`config.mk`:
```
export PLATFORM = sky130hd
export DESIGN_NAME = fetch_prefetch_queue
export DESIGN_NICKNAME = d
export VERILOG_FILES = /design/src/rtl/fetch_prefetch_queue.sv
export SDC_FILE = /design/constraint.sdc
export NUM_CORES = 1
export LEC_CHECK = 0
export ABC_AREA = 1
export BUFFER_PORTS_ARGS = -buffer_cell sky130_fd_sc_hd__buf_2
export CORE_MARGIN = 2
export CORE_UTILIZATION = 58
export CTS_CLUSTER_SIZE = 24
export DETAILED_ROUTE_END_ITERATION = 10
export PLACE_DENSITY = 0.8
export SYNTH_ARGS = -nofsm -noshare
export SYNTH_HDL_FRONTEND = slang
export SYNTH_SLANG_ARGS = --single-unit
```
`constraint.sdc`:
```
create_clock -name clk -period 5.2 [get_ports clk]
set_input_delay 1.04 -clock clk [delete_from_list [all_inputs] [get_ports clk]]
set_output_delay 1.04 -clock clk [all_outputs]
set_load 0.1 [all_outputs]
```
`src/rtl/fetch_prefetch_queue.sv`:
```
// Instruction prefetch queue: one outstanding memory request feeding a circular
// FIFO of {pc, instr} entries, flushed and restarted on redirect.
module fetch_prefetch_queue #(
    parameter int unsigned DEPTH    = 4,
    parameter logic [31:0] RESET_PC = 32'h0000_0000
) (
    input  logic        clk,
    input  logic        reset,
    input  logic        stall,
    input  logic        redirect,
    input  logic [31:0] redirect_pc,
    output logic        imem_req,
    output logic [31:0] imem_addr,
    input  logic        imem_ack,
    input  logic [31:0] imem_rdata,
    output logic        out_valid,
    output logic [31:0] out_pc,
    output logic [31:0] out_instr
);
    localparam int unsigned PW = $clog2(DEPTH);
    localparam int unsigned CW = PW + 1;
    localparam logic [CW-1:0] FULL_CNT = CW'(DEPTH);

    typedef enum logic [1:0] {S_REQ, S_FULL, S_DISCARD} state_t;

    state_t        state_q;
    logic          imem_req_q;
    logic [31:0]   fetch_pc_q;
    logic [31:0]   req_addr_q;
    logic [CW-1:0] count_q, count_d;
    logic [PW-1:0] rd_ptr_q, rd_ptr_d;
    logic [PW-1:0] wr_ptr_q, wr_ptr_d;
    logic [31:0]   pc_mem    [DEPTH];
    logic [31:0]   instr_mem [DEPTH];
    logic          push, pop;

    assign out_valid = (count_q != '0);
    assign out_pc    = pc_mem[rd_ptr_q];
    assign out_instr = instr_mem[rd_ptr_q];
    assign imem_req  = imem_req_q;
    assign imem_addr = req_addr_q;

    assign pop  = out_valid && !stall && !redirect;
    assign push = (state_q == S_REQ) && imem_ack && !redirect && (count_q != FULL_CNT);

    always_comb begin
        count_d  = count_q;
        rd_ptr_d = rd_ptr_q;
        wr_ptr_d = wr_ptr_q;
        if (redirect) begin
            count_d  = '0;
            rd_ptr_d = '0;
            wr_ptr_d = '0;
        end else begin
            if (push) wr_ptr_d = wr_ptr_q + PW'(1);
            if (pop)  rd_ptr_d = rd_ptr_q + PW'(1);
            case ({push, pop})
                2'b10:   count_d = count_q + CW'(1);
                2'b01:   count_d = count_q - CW'(1);
                default: count_d = count_q;
            endcase
        end
    end

    always_ff @(posedge clk) begin
        if (reset) begin
            count_q  <= '0;
            rd_ptr_q <= '0;
            wr_ptr_q <= '0;
        end else begin
            count_q  <= count_d;
            rd_ptr_q <= rd_ptr_d;
            wr_ptr_q <= wr_ptr_d;
        end
    end

    // Entry storage carries no reset; only count/pointers define validity.
    always_ff @(posedge clk) begin
        if (push) begin
            pc_mem[wr_ptr_q]    <= req_addr_q;
            instr_mem[wr_ptr_q] <= imem_rdata;
        end
    end

    always_ff @(posedge clk) begin
        if (reset) begin
            state_q    <= S_REQ;
            imem_req_q <= 1'b1;
            fetch_pc_q <= RESET_PC;
            req_addr_q <= RESET_PC;
        end else begin
            case (state_q)
                S_REQ: begin
                    if (redirect) begin
                        fetch_pc_q <= redirect_pc;
                        if (imem_ack) begin
                            req_addr_q <= redirect_pc;
                        end else begin
                            state_q <= S_DISCARD;
                        end
                    end else if (imem_ack) begin
                        fetch_pc_q <= req_addr_q + 32'd4;
                        req_addr_q <= req_addr_q + 32'd4;
                        if (count_d == FULL_CNT) begin
                            state_q    <= S_FULL;
                            imem_req_q <= 1'b0;
                        end
                    end
                end
                S_FULL: begin
                    if (redirect) begin
                        fetch_pc_q <= redirect_pc;
                        req_addr_q <= redirect_pc;
                        state_q    <= S_REQ;
                        imem_req_q <= 1'b1;
                    end else if (count_q != FULL_CNT) begin
                        req_addr_q <= fetch_pc_q;
                        state_q    <= S_REQ;
                        imem_req_q <= 1'b1;
                    end
                end
                S_DISCARD: begin
                    // The stale request stays on the bus until its ack arrives.
                    if (redirect) fetch_pc_q <= redirect_pc;
                    if (imem_ack) begin
                        req_addr_q <= redirect ? redirect_pc : fetch_pc_q;
                        state_q    <= S_REQ;
                    end
                end
                default: begin
                    state_q    <= S_REQ;
                    imem_req_q <= 1'b1;
                end
            endcase
        end
    end

endmodule
```
==> impl_metrics.env <==
export IMPL_outcome="finished, final reports clean"
export IMPL_async_flop_share=0
export IMPL_ctsResizeCount=0
export IMPL_synth_compound_area_frac=0.1427
export IMPL_grt_pass1_vias=9798
export IMPL_cp_arrival_ns=2.89
export IMPL_drt_initial_drc_count=1086
export IMPL_synth_top_family_by_area="compound AO/OA/AOI/OAI gates"
export IMPL_numCtsBuffers=35
export IMPL_timing_hold_violations_final=0
export IMPL_clock_sinks=332
export IMPL_syn_area_mm2=0.01389
export IMPL_drt_total_wl_mm=32.53
export IMPL_path_max_fanout=128
export IMPL_placed_area_mm2=0.01492
export IMPL_hpwl_mm=19.22
export IMPL_yosys_area_share_simple=0.1272
export IMPL_yosys_area_share_adder=0.01045
export IMPL_ys_warnings_count=0
export IMPL_finalCriticalPeriod_ns=3.929
export IMPL_power_mw=6.390
export IMPL_criticalPathCategory="flip-flop to output port"
export IMPL_cts_htree_levels=2
export IMPL_route_met3_wl_mm=2.944
export IMPL_synth_xor_area_frac=0.001261
export IMPL_grt_overflow=0
export IMPL_ys_ff_latch=332
export IMPL_nNetsFinal=1554
export IMPL_slowest_delay_ns=0.87
export IMPL_yosysSeqAreaShare=0.6632
export IMPL_area_delta_synth_final_pct=15.19
export IMPL_die_area_mm2=0.02520
export IMPL_synth_edf_count=256
export IMPL_grt_pass1_wl_mm=51.30
export IMPL_synth_mux_area_frac=0
export IMPL_irDropWorstVdd_mv=0.3170
export IMPL_firstDrtPassIters=8
export IMPL_cts_buffer_depth=3
export IMPL_synthTopCellsByArea="edfxtp_1 (55%), dfxtp_1 (11%), o21ai_0 (7.0%)"
export IMPL_synth_top_cells_by_count="edfxtp_1 (256), o21ai_0 (194), nor2_1 (193)"
export IMPL_syn_nets=1409
export IMPL_synth_top_flop_cell="edfxtp_1"
export IMPL_powerDensity_mw_per_mm2=399.5
export IMPL_cpMaxStageDelayCell="buf_4"
export IMPL_antenna_found_initial=0
export IMPL_instances_no_fill=1820
export IMPL_grt_usage=0.2530
export IMPL_yosysTopAreaCellShare=0.5536
export IMPL_cts_tree="built"
export IMPL_p_leak_nw=6.151
export IMPL_dp_cells=1756
export IMPL_grt_max_degree=129
export IMPL_die_y_um=158.7
export IMPL_post_cts_buffers=0
export IMPL_core_area_mm2=0.02347
export IMPL_cp_top_family="buffers and inverters"
export IMPL_top_layer_used="met4"
export IMPL_rsz0062_at_grt="no"
export IMPL_cp_num_buf_inv=2
export IMPL_root_buffer="clkbuf_16"
export IMPL_met1_length_mm=13.54
export IMPL_fmax_mhz=254.5
export IMPL_ios=167
export IMPL_gp_congestion=0.8878
export IMPL_syn_inst=1329
export IMPL_tightest_slew_ns=1.280
export IMPL_hold_path_class="flip-flop to flip-flop"
export IMPL_clk_pin_slew_ns=0.06
export IMPL_slew_viol_final=0
export IMPL_maxCapViolCount=0
export IMPL_initial_utilization=0.5916
export IMPL_path_cells="buf_4 -> o21ai_0 -> o22ai_1 -> buf_2"
export IMPL_finalInstanceArea_mm2=0.01600
export IMPL_holdBufCountCts=0
export IMPL_avgSynthCellArea_um2=10.45
export IMPL_vias=10380
export IMPL_rows=56
export IMPL_clock_skew_ns=0.01650
export IMPL_drcViolationCount=0
export IMPL_clk_latency_ns=0.51
export IMPL_die_w_um=158.7
export IMPL_required_ns=4.16
export IMPL_wl_met2_mm=15.42
export IMPL_io_buffers=166
export IMPL_yosysMostFrequentCell="edfxtp_1"
export IMPL_viasPerCell=5.701
export IMPL_period_share=0.7556
export IMPL_start_kind="flip-flop"
export IMPL_ant_nets=0
export IMPL_yosys_area_top_type="edfxtp_1"
export IMPL_final_layout_size_suffix_gt1_frac=0.1713
export IMPL_setup_viol=0
export IMPL_setup_tns_ns=0
export IMPL_end_kind="output port"
export IMPL_max_slew_margin_rel=0.1467
export IMPL_wl_per_cell_um=17.87
export IMPL_n_fill_cell=1717
export IMPL_ys_types=35
[routing by layer]
layer / vias to the layer above / GRT usage
li1: 4922 / -
met1: 4932 / 0.3554
met2: 466 / 0.4184
met3: 56 / 0.03840
met4: 0 / 0.06255
met5: - / 0
[layout by cell type (no fill, tap or decap), drive strengths merged, types with 47 or more instances in the layout]
master  count
buf       176
nor2      203
edfxtp    256
a21oi      69
o21ai     200
dfxtp      76
inv       122
o22ai      80
nand2     174
nand3      47
[registers in the layout, summed over array words and instances (netlist names), named ones only]
name        cells
instr_mem     128
pc_mem        128
fetch_pc_q     32
imem_addr      32
count_q         3
rd_ptr_q        2
state_q         2
wr_ptr_q        2
imem_req        1
[worst paths after layout]
path	from	depth (start not counted)	endpoint	slack (ns)
worst max register to register	state_q[0]	13	state_q[1]	2.12
worst min register to register	rd_ptr_q[1]	2	flip-flop	0.47
worst min-delay path	rd_ptr_q[1]	2	flip-flop	0.47
worst max-delay path	flip-flop	4	out_pc[10]	1.27
[worst reg2reg max path, cell delays in order (launching register included)]
cell	delay [ns]
dfxtp_1	0.33
inv_1	0.11
ha_1	0.21
inv_1	0.11
nor2_4	0.12
nand3_1	0.44
ha_1	0.47
fa_1	0.44
o21ai_0	0.25
nand2_1	0.08
nor2_1	0.16
nand2_1	0.09
nand2_1	0.07
a21oi_1	0.05
[power breakdown]
group          total [mW]  internal, mW  switching [mW]
clock                2.35          1.36           0.984
combinational       0.943         0.173           0.770
sequential           3.10          2.99           0.115
[metrics by stage]
stage	setup WS, ns	utilization	hold slack [ns]
floorplan	0.4419	-	0.4356
global placement	1.579	0.6357	0.4477
detailed placement	1.490	0.6357	0.4571
CTS	1.273	0.6813	0.4678
global route	1.106	0.6813	0.4847
finish	1.271	0.6815	0.4663
[cell families after synthesis]
group / Yosys count
simple gates: 431
compound gates: 366
flops: 332
buf+inv: 187
fa+ha+maj: 11
xor+xnor: 2
[final cells by class]
class	count	area, um^2	area share
Clock inverter	18	148.9	0.009309
Multi-Input combinational cell	810	3941	0.2464
Sequential cell	332	9214	0.5760
Inverter	119	447.9	0.02800
Clock buffer	45	923.4	0.05773
Antenna cell	1	2.502	0.0001564
Timing Repair Buffer	176	918.4	0.05742
Tap cell	319	399.1	0.02495
No activity file was read; power rests on OpenSTA's default activity.
